--- src/rtl/fluxo_dados_contador.sv ---
// fluxo_dados_contador: datapath answering the counter/register control unit.
//   Executes zera/conta/registra commands, reports end-of-count combinationally,
//   captures a data word, counts accepted captures and flags protocol errors.
// Ports:
//   clock_i           rising-edge system clock
//   reset_i           asynchronous active-high reset
//   zera_i            clear counter (also disarms capture and clears pronto)
//   conta_i           count enable
//   registra_i        capture request
//   dados_i           word to capture
//   fim_contador_o    high while contagem == MODULO-1 (combinational)
//   contagem_o        current counter value
//   dado_registrado_o last accepted word
//   num_registros_o   accepted captures, saturating at 255
//   pronto_o          a capture has been accepted since the last zera
//   erro_o            sticky: a registra arrived without a completed count
module fluxo_dados_contador #(
  parameter int unsigned MODULO        = 10,
  parameter int unsigned LARGURA_CONT  = 4,
  parameter int unsigned LARGURA_DADOS = 8
) (
  input  logic                     clock_i,
  input  logic                     reset_i,
  input  logic                     zera_i,
  input  logic                     conta_i,
  input  logic                     registra_i,
  input  logic [LARGURA_DADOS-1:0] dados_i,
  output logic                     fim_contador_o,
  output logic [LARGURA_CONT-1:0]  contagem_o,
  output logic [LARGURA_DADOS-1:0] dado_registrado_o,
  output logic [7:0]               num_registros_o,
  output logic                     pronto_o,
  output logic                     erro_o
);

  localparam logic [LARGURA_CONT-1:0] ContMax = LARGURA_CONT'(MODULO - 1);

  logic [LARGURA_CONT-1:0]  contagem_q, contagem_d;
  logic [LARGURA_DADOS-1:0] dado_q, dado_d;
  logic [7:0]               num_q, num_d;
  logic                     pronto_q, pronto_d;
  logic                     erro_q, erro_d;
  logic                     armado_q, armado_d;

  logic no_fim;
  logic completa;
  logic aceita;

  assign no_fim   = (contagem_q == ContMax);
  // Wrap of a full count arms the next capture.
  assign completa = conta_i & ~zera_i & no_fim;
  // Captures are judged on the pre-edge armado value.
  assign aceita   = registra_i & armado_q;

  always_comb begin
    contagem_d = contagem_q;
    if (zera_i) begin
      contagem_d = '0;
    end else if (conta_i) begin
      contagem_d = no_fim ? '0 : contagem_q + 1'b1;
    end
  end

  always_comb begin
    armado_d = armado_q;
    pronto_d = pronto_q;
    dado_d   = dado_q;
    num_d    = num_q;
    erro_d   = erro_q;

    if (aceita) begin
      armado_d = 1'b0;
      pronto_d = 1'b1;
      dado_d   = dados_i;
      if (num_q != 8'hFF) begin
        num_d = num_q + 8'd1;
      end
    end else if (registra_i) begin
      erro_d = 1'b1;
    end

    // A wrap in the same cycle as an accepted capture re-arms.
    if (completa) begin
      armado_d = 1'b1;
    end

    // zera overrides the capture on armado/pronto only.
    if (zera_i) begin
      armado_d = 1'b0;
      pronto_d = 1'b0;
    end
  end

  always_ff @(posedge clock_i or posedge reset_i) begin
    if (reset_i) begin
      contagem_q <= '0;
      dado_q     <= '0;
      num_q      <= '0;
      pronto_q   <= 1'b0;
      erro_q     <= 1'b0;
      armado_q   <= 1'b0;
    end else begin
      contagem_q <= contagem_d;
      dado_q     <= dado_d;
      num_q      <= num_d;
      pronto_q   <= pronto_d;
      erro_q     <= erro_d;
      armado_q   <= armado_d;
    end
  end

  assign fim_contador_o    = no_fim;
  assign contagem_o        = contagem_q;
  assign dado_registrado_o = dado_q;
  assign num_registros_o   = num_q;
  assign pronto_o          = pronto_q;
  assign erro_o            = erro_q;

endmodule
--- config.mk ---
export PLATFORM = sky130hd
export DESIGN_NAME = fluxo_dados_contador
export DESIGN_NICKNAME = d
export VERILOG_FILES = /design/src/rtl/fluxo_dados_contador.sv
export SDC_FILE = /design/constraint.sdc
export NUM_CORES = 1
export LEC_CHECK = 0
export ABC_AREA = 1
export ABC_CLOCK_PERIOD_IN_PS = 1690
export CORE_MARGIN = 2
export CORE_UTILIZATION = 45
export DETAILED_ROUTE_END_ITERATION = 8
export PLACE_DENSITY = 0.84
export SYNTH_ARGS = -nofsm -noshare
export SYNTH_HDL_FRONTEND = slang
export SYNTH_SLANG_ARGS = --single-unit
--- constraint.sdc ---
create_clock -name clock_i -period 1.69 [get_ports clock_i]
set_clock_uncertainty 0.05 [all_clocks]
set_input_delay 0.507 -clock clock_i [delete_from_list [all_inputs] [get_ports clock_i]]
set_output_delay 0.507 -clock clock_i [all_outputs]
set_load 0.005 [all_outputs]
==> impl_metrics.env <==
export IMPL_status="finished with violations"
export IMPL_violations="setup timing"
export IMPL_totalWireLength_um=2540
export IMPL_cts_buffers=3
export IMPL_hold_viol_final=0
export IMPL_grt_pass1_wl_um=4060
export IMPL_area_growth_pct=47.0
export IMPL_hold_class="reg2reg"
export IMPL_powerDensity_nw_per_um2=563
export IMPL_worstHoldStart="erro_o$_DFFE_PP0P_"
export IMPL_max_freq_mhz=565
export IMPL_maxCapViolCount=0
export IMPL_layout_cells_non_filler=220
export IMPL_switching_share=0.230
export IMPL_synth_distinct_cells=22
export IMPL_dp_slack_ns=-0.129
export IMPL_slew_viol_final=0
export IMPL_layout_drive_gt1_share=0.184
export IMPL_reg2reg_depth=9
export IMPL_vias_per_cell=4.75
export IMPL_rr_endpoint="num_registros_o[3]$_DFFE_PP0P_"
export IMPL_grtUsageTotal=0.194
export IMPL_worst_setup_path_end_kind="primary output"
export IMPL_p_int_uw=720
export IMPL_ys_warn_count=0
export IMPL_die_w_um=54.1
export IMPL_vias=1045
export IMPL_diodes=0
export IMPL_grt_max_degree=24
export IMPL_crit_path_top_delay_cell="dfrtp_1"
export IMPL_pwr_share_clk=0.270
export IMPL_maxSlewHeadroom=0.807
export IMPL_gp_congestion=0.761
export IMPL_synth_seq_cells=23
export IMPL_syn_nets=149
export IMPL_combPwrFrac=0.118
export IMPL_htree_levels=1
export IMPL_clock_latency_ns=0.30
export IMPL_die_area_um2=2930
export IMPL_grt_overflow=0
export IMPL_critical_path_max_fanout=2
export IMPL_crit_path_max_incr_delay_ns=0.42
export IMPL_hold_path_end="erro_o$_DFFE_PP0P_"
export IMPL_grt_pass1_vias=972
export IMPL_whs_path_depth=1
export IMPL_timing_rr_start="num_registros_o[0]$_DFFE_PP0P_"
export IMPL_hold_ws_ns=0.423
export IMPL_path_class="reg2out"
export IMPL_place_inst=205
export IMPL_path_cells="inv_1, ha_2, nand3_2, inv_2, buf_2"
export IMPL_synth_seq_area_share=0.509
export IMPL_netlist_area_um2=1130
export IMPL_portBuffers=35
export IMPL_detail_route_antenna_nets=0
export IMPL_critPathRequiredTime_ns=1.13
export IMPL_setup_violations=2
export IMPL_cts_root_buffer="clkbuf_4"
export IMPL_cts_sinks=23
export IMPL_nets=207
export IMPL_power_leakage_nw=0.916
export IMPL_drtPass1Iterations=4
export IMPL_antenna_found_initial=0
export IMPL_worstPathArrival_ns=1.21
export IMPL_cts_clk_slew_worst_paths_ns=0.12
export IMPL_startpoint_type="flip-flop"
export IMPL_power_uw=936
export IMPL_drt_initial_drc_count=13
export IMPL_remaining_drc_errors=0
export IMPL_switchingPower_uw=216
export IMPL_rsz0062_at_grt="yes"
export IMPL_cts_tree="built"
export IMPL_tightest_slew_ns=0.290
export IMPL_ios=36
export IMPL_dp_hpwl_um=1790
export IMPL_fin_crit_ns=1.77
export IMPL_finalWorstSetupSlack_ns=-0.0812
export IMPL_wl_per_cell_um=11.6
export IMPL_peakVddDrop_mv=0.475
export IMPL_period_share=1.05
export IMPL_syn_area_per_cell_um2=8.49
export IMPL_syn_inst=133
export IMPL_coreArea_um2=2430
export IMPL_die_h_um=54.1
export IMPL_p_seq_frac=0.612
export IMPL_clockBufferDepth=2
export IMPL_rows=18
export IMPL_initial_core_util=0.465
export IMPL_ff2ff_setup_slack_ns=0.28
sequential cells by signal, indices dropped and copies added, names as in the netlist:
name and count:
armado_q 1, contagem_o 4, dado_registrado_o 8, erro_o 1, num_registros_o 8, pronto_o 1
metal layers:
metal	up-vias	share of wire	track usage
met5	-	0	0
met4	0	0.014	0.100
li1	532	-	-
met3	4	0.045	0.0306
met1	485	0.43	0.244
met2	24	0.51	0.321
metrics by stage:
step	area (um2)	utilization	TNS [ns]
after floorplan	1130	-	0
after detailed placement	1570	0.644	-0.129
after global placement	1570	0.644	-0.0813
after global routing	1660	0.683	-0.193
final	1660	0.683	-0.0829
after CTS	1640	0.674	-0.0796
synth_stat cells:
| cell | n | share of area |
|---|---|---|
| mux2i_1 | 1 | 0.0089 |
| inv_4 | 1 | 0.0055 |
| or2_2 | 1 | 0.0055 |
| a21o_1 | 1 | 0.0066 |
| inv_1 | 12 | 0.040 |
| nand2_2 | 2 | 0.011 |
| o21ai_0 | 2 | 0.0089 |
| ha_1 | 3 | 0.033 |
| xnor2_1 | 2 | 0.016 |
| nor2_1 | 6 | 0.020 |
| nand4_1 | 2 | 0.011 |
| nand2_1 | 57 | 0.19 |
| buf_6 | 1 | 0.010 |
| o31ai_1 | 1 | 0.0066 |
| inv_2 | 1 | 0.0033 |
| nand3_1 | 8 | 0.035 |
| nor2_4 | 2 | 0.020 |
| nand2_8 | 1 | 0.018 |
| o22ai_1 | 3 | 0.017 |
| xor2_1 | 2 | 0.016 |
| dfrtp_1 | 23 | 0.51 |
| nand2_4 | 1 | 0.010 |
worst max path at each step:
stage / from / end / cells past startpoint
floorplan: contagem_o[0]$_DFFE_PP0P_ / fim_contador_o / 3
global placement: contagem_o[1]$_DFFE_PP0P_ / fim_contador_o / 5
detailed placement: contagem_o[1]$_DFFE_PP0P_ / fim_contador_o / 5
CTS: contagem_o[1]$_DFFE_PP0P_ / fim_contador_o / 5
global route: contagem_o[1]$_DFFE_PP0P_ / fim_contador_o / 5
finish: contagem_o[1]$_DFFE_PP0P_ / fim_contador_o / 5
kinds of logic (layout without fill, tap and decap cells):
kind of cell / count (synthesis) / in the layout / share of synthesized area
AOI/OAI and AO/OA: 7 / 7 / 0.0388
xor gates and xnor gates: 4 / 4 / 0.0310
adders and majority gates: 3 / 3 / 0.0332
buffers and inverters: 15 / 72 / 0.0587
DFF: 23 / 23 / 0.509
muxes: 1 / 1 / 0.00886
and+or+nand+nor: 80 / 80 / 0.320
repair_timing:
action,in CTS,in global routing
buffers inserted,9,2
hold buffers,0,0
gates resized for setup,30,3
endpoints found under the setup margin,23,5
pin swaps,1,0
worst max-delay path: cells and delay by family, from the launching register on:
family	cells	cell delay, ns
DFF	1	0.42
buffers and inverters	3	0.24
adders and majority gates	1	0.17
and+or+nand+nor	1	0.08
power groups by stage:
| stage | logic [mW] | registers [mW] | clock network [mW] |
|---|---|---|---|
| after floorplan | 0.0301 | 0.588 | 0 |
| after global placement | 0.108 | 0.583 | 0 |
| after detailed placement | 0.111 | 0.584 | 0 |
| after CTS | 0.108 | 0.572 | 0.260 |
| after global routing | 0.121 | 0.574 | 0.278 |
| final | 0.110 | 0.572 | 0.253 |
cell type report:
| class | count | area [um2] |
|---|---|---|
| well taps | 30 | 37.5 |
| fillers | 206 | 772 |
| flip-flops and latches | 23 | 576 |
| multi-input cells | 95 | 495 |
| repair buffers | 54 | 470 |
| clock buffers | 4 | 26.3 |
| inverters | 14 | 55.1 |
cell usage in the layout, fill, tap and decap left out:
cell type         n
nand2_1          57
dfrtp_1          23
dlygate4sd2_1    20
buf_4            17
clkdlybuf4s50_1  12
inv_1            11
nand3_1           7
nor2_1            6
o22ai_1           3
clkbuf_4          3
xnor2_1           2
inv_2             2
nand2_2           2
nor2_4            2
nand4_1           2
o21ai_0           2
xor2_1            2
ha_1              2
clkdlybuf4s15_1   2
buf_6             2
or2_2             1
nand3_2           1
o31ai_1           1
a21o_1            1
nand2_4           1
nand2_8           1
inv_4             1
mux2i_1           1
ha_2              1
clkbuf_1          1
buf_2             1
(Power assumes the default switching activity.)
==> RTL change 1 (config.mk and constraints unchanged) <==
Put one more register stage on the output `contagem_o`, cleared by the reset. The value now appears one clock later. The other outputs are not delayed to match.
--- a/src/rtl/fluxo_dados_contador.sv
+++ b/src/rtl/fluxo_dados_contador.sv
@@ -110,7 +110,13 @@
   end
 
   assign fim_contador_o    = no_fim;
-  assign contagem_o        = contagem_q;
+  always_ff @(posedge clock_i or posedge reset_i) begin
+    if (reset_i) begin
+      contagem_o <= '0;
+    end else begin
+      contagem_o <= contagem_q;
+    end
+  end
   assign dado_registrado_o = dado_q;
   assign num_registros_o   = num_q;
   assign pronto_o          = pronto_q;
Formal check against the unedited RTL: not equivalent (Yosys sat finds a counterexample within 4 cycles, from zero or initial values and one cycle with reset_i high).
==> RTL change 1 against the unedited design <==
The run still ends with setup timing left; design area is 10% higher; critical endpoint unchanged; total power is 17% higher; non-clock buffer count is 4 higher; sequential cell count is 4 higher; register-to-register slack worse by 0.40 ns; wire length is 19% higher; setup slack worse by 0.042 ns; synthesized area is 7.4% higher; critical path type unchanged; count of clock-buffer cells in the layout is 1 lower; clock power is 17% higher; hold slack better by 0.022 ns.
==> RTL change 1: results (changes against the unedited design) <==
[grt]
grt_use_met2=0.362  ; was 0.321
grt_start_max_net_pins=28  ; was 24
grt_util_met3=0.0395  ; was 0.0306
met1_usage=0.220  ; was 0.244
grt_pass1_wl_mm=4.82  ; was 4.06 mm

[logic_synthesis]
yosysSeqAreaShare=0.557  ; was 0.509
synth_area_per_cell_um2=8.92  ; was 8.49 um^2
ys_top_cells_by_count=nand2_1, dfrtp_1, inv_1  ; unchanged

[power]
clk-power_uw=297  ; was 253 uW
clkPwrFrac=0.272  ; was 0.270
combPwrFrac=0.111  ; was 0.118
peakVddDrop_v=0.000698  ; was 0.000475 V
p_leak_nw=1.01  ; was 0.916 nW

[placed_design]
dp.cells=209  ; was 205
dpl_cell_area_mm2=0.00166  ; was 0.00157 mm^2
gp_congestion=0.751  ; was 0.761

[routing]
drt-total-wl_mm=3.02  ; was 2.54 mm
drt_first_iter_violations=20  ; was 13

[status]
status=complete, but fails checks  ; unchanged
violations=setup timing  ; unchanged

[cells_and_area]
nFillCells=202  ; was 206
final_nets=215  ; was 207
drive_gt1_frac=0.242  ; was 0.184

[cts]
post_cts_buffers=15  ; was 9
clk_latency_ns=0.34  ; was 0.30 ns
path_clk_slew_ns=0.16  ; was 0.12 ns

[timing]
finalSetupViolations=5  ; was 2
setup_slack_ns=-0.123  ; was -0.0812 ns

==> RTL change 1: changes by cell type after synthesis, moves of 2 or more <==
cell     unedited run  this run
nand2_1            57        60
nand3_1             8         6
dfrtp_1            23        27
nand4_1             2         0
==> RTL change 1: metrics by stage <==
step           setup WS, ns  utilization  setup TNS (ns)  hold WS [ns]
2_1_floorplan         0.389            -               0         0.348
3_3_place_gp        -0.0894        0.659         -0.0894         0.389
3_5_place_dp         -0.138        0.659          -0.141         0.393
4_1_cts             -0.0694        0.712          -0.205         0.431
5_1_grt              -0.170        0.724          -0.732         0.466
6_report             -0.123        0.724          -0.544         0.445
==> RTL change 1: cell families (layout without fill, tap and decap cells) <==
logic type	after synthesis	after routing	synth area share
AOI/OAI and AO/OA	8	8	0.0392
xor gates and xnor gates	5	5	0.0361
adders and majority gates	3	3	0.0309
buffers and inverters	14	76	0.0474
DFF	27	27	0.557
and+or+nand+nor	79	79	0.290
==> RTL change 1: path summary, 6_finish.rpt <==
path	from	end	slack (ns)	cells after the start
max in group asynchronous	reset_i	num_registros_o[2]	0.88	3
worst min register to register	dado_registrado_o[0]	dado_registrado_o[0]	0.44	2
worst max-delay path	contagem_q[1]	fim_contador_o	-0.12	5
worst min-delay path	dado_registrado_o[0]	dado_registrado_o[0]	0.44	2
min in group asynchronous	reset_i	num_registros_o[0]	0.45	3
worst max register to register	contagem_q[1]	contagem_q[1]	-0.12	11
==> RTL change 1: area by class of cell <==
type | count | area [um^2] | share of cell area
Clock buffer | 3 | 22.5 | 0.0123
Clock inverter | 1 | 7.51 | 0.00411
Inverter | 14 | 57.6 | 0.0315
Multi-Input combinational cell | 95 | 534 | 0.292
Sequential cell | 27 | 677 | 0.371
Tap cell | 30 | 37.5 | 0.0205
Timing Repair Buffer | 58 | 490 | 0.268
==> RTL change 2 (same settings) <==
Made on the original files. Change the parameter `LARGURA_CONT` from 4 to 5.
--- a/src/rtl/fluxo_dados_contador.sv
+++ b/src/rtl/fluxo_dados_contador.sv
@@ -16,7 +16,7 @@
 //   erro_o            sticky: a registra arrived without a completed count
 module fluxo_dados_contador #(
   parameter int unsigned MODULO        = 10,
-  parameter int unsigned LARGURA_CONT  = 4,
+  parameter int unsigned LARGURA_CONT  = 5,
   parameter int unsigned LARGURA_DADOS = 8
 ) (
   input  logic                     clock_i,
Interface: changed (resized contagem_o); port bits go from 36 to 37. No check against the original RTL was run, so the function may have changed too.
==> RTL change 2 against the unedited design <==
The flow still finishes with violations (setup timing); count of clock-buffer cells in the layout decreased by 1; total power grew 22%; design area grew 12%; setup slack got worse by 0.032 ns; synthesized area up 5.5%; sequential cell count rose by 1; sequential share of layout area shrank 2.3 points; wire length up 18%; critical path type unchanged; largest cell class unchanged; largest power group unchanged; highest routed layer unchanged.
==> RTL change 2: results (changes against the unedited design) <==
[timing]
finalSetupViolations=1  ; was 2
setup_slack_ns=-0.114  ; was -0.0812 ns
maxSlewHeadroom=0.797  ; was 0.807
tns_ns=-0.114  ; was -0.0829 ns

[hold_path]
min_to=dado_registrado_o[1]  ; was erro_o

[routing]
vias=1144  ; was 1045
met3_length_um=80  ; was 115 um
drt-total-wl_mm=2.99  ; was 2.54 mm

[cells_and_area]
fin_cells=242  ; was 220
drive_gt1_frac=0.236  ; was 0.184
final_nets=229  ; was 207

[placed_design]
port_buffers=36  ; was 35
dp.cells=222  ; was 205
dp_slack_ns=-0.182  ; was -0.129 ns
hpwlAfterDp_mm=2.02  ; was 1.79 mm
gp_congestion=0.725  ; was 0.761

[grt]
grt_pass1_vias=1180  ; was 972
grtUsageTotal=0.207  ; was 0.194
grt_pass1_wl_mm=5.10  ; was 4.06 mm

[status]
status=complete, but fails checks  ; unchanged
violations=setup timing  ; unchanged

[logic_synthesis]
synth_fa_ha_area_frac=0.0315  ; was 0.0332
synth.distinct_cells=19  ; was 22
ys_top_cells_by_count=nand2_1, dfrtp_1, inv_1  ; unchanged
synth_mux_area_frac=0  ; was 0.00886

[setup_path]
ff2ff_path_depth=11  ; was 9
rrSetupSlack_ns=0.20  ; was 0.28 ns

[cts]
cts_sinks=24  ; was 23

[power]
p_leak_nw=1.01  ; was 0.916 nW
peakVddDrop_v=0.000602  ; was 0.000475 V
combPwrFrac=0.114  ; was 0.118

## RTL change 2: tightest hold or removal path, stage by stage (launching register included)
cell and delay (ns):
dfrtp_1 0.37, nand2_1 0.06, nand2_1 0.05
## RTL change 2: repair_timing
item                                    CTS  global route
buffers inserted                         17             2
endpoints found under the setup margin   24             8
gates resized for setup                  36            12
hold endpoints to repair                  0             0
hold buffers                              0             0
pin swaps                                 1             3
## RTL change 2: cell families after synthesis
group	Yosys count
compound gates	7
simple gates	89
fa+ha+maj	3
xor+xnor	6
flops	24
buf+inv	16
## RTL change 2: worst max path at each step
| stage | from | to | slack, ns | cells past startpoint |
|---|---|---|---|---|
| 2_1_floorplan | contagem_o[1] | fim_contador_o | 0.28 | 6 |
| 5_1_grt | contagem_o[1] | fim_contador_o | -0.19 | 7 |
| 6_report | contagem_o[1] | fim_contador_o | -0.11 | 7 |
| 4_1_cts | contagem_o[1] | fim_contador_o | -0.15 | 7 |
| 3_5_place_dp | contagem_o[1] | fim_contador_o | -0.18 | 7 |
| 3_3_place_gp | contagem_o[1] | fim_contador_o | -0.15 | 7 |
## RTL change 2: cell type report
class	count	area, um^2	area share
Timing Repair Buffer	64	559	0.301
Tap cell	30	37.5	0.0202
Clock inverter	1	30.0	0.0162
Sequential cell	24	602	0.324
Clock buffer	3	22.5	0.0121
Inverter	15	58.8	0.0316
Multi-Input combinational cell	105	549	0.295
## RTL change 2: per-layer routing
| metal | global-route usage | up-vias |
|---|---|---|
| li1 | - | 579 |
| met1 | 0.246 | 539 |
| met2 | 0.371 | 22 |
| met3 | 0.0258 | 4 |
| met4 | 0.0906 | 0 |
| met5 | 0 | - |
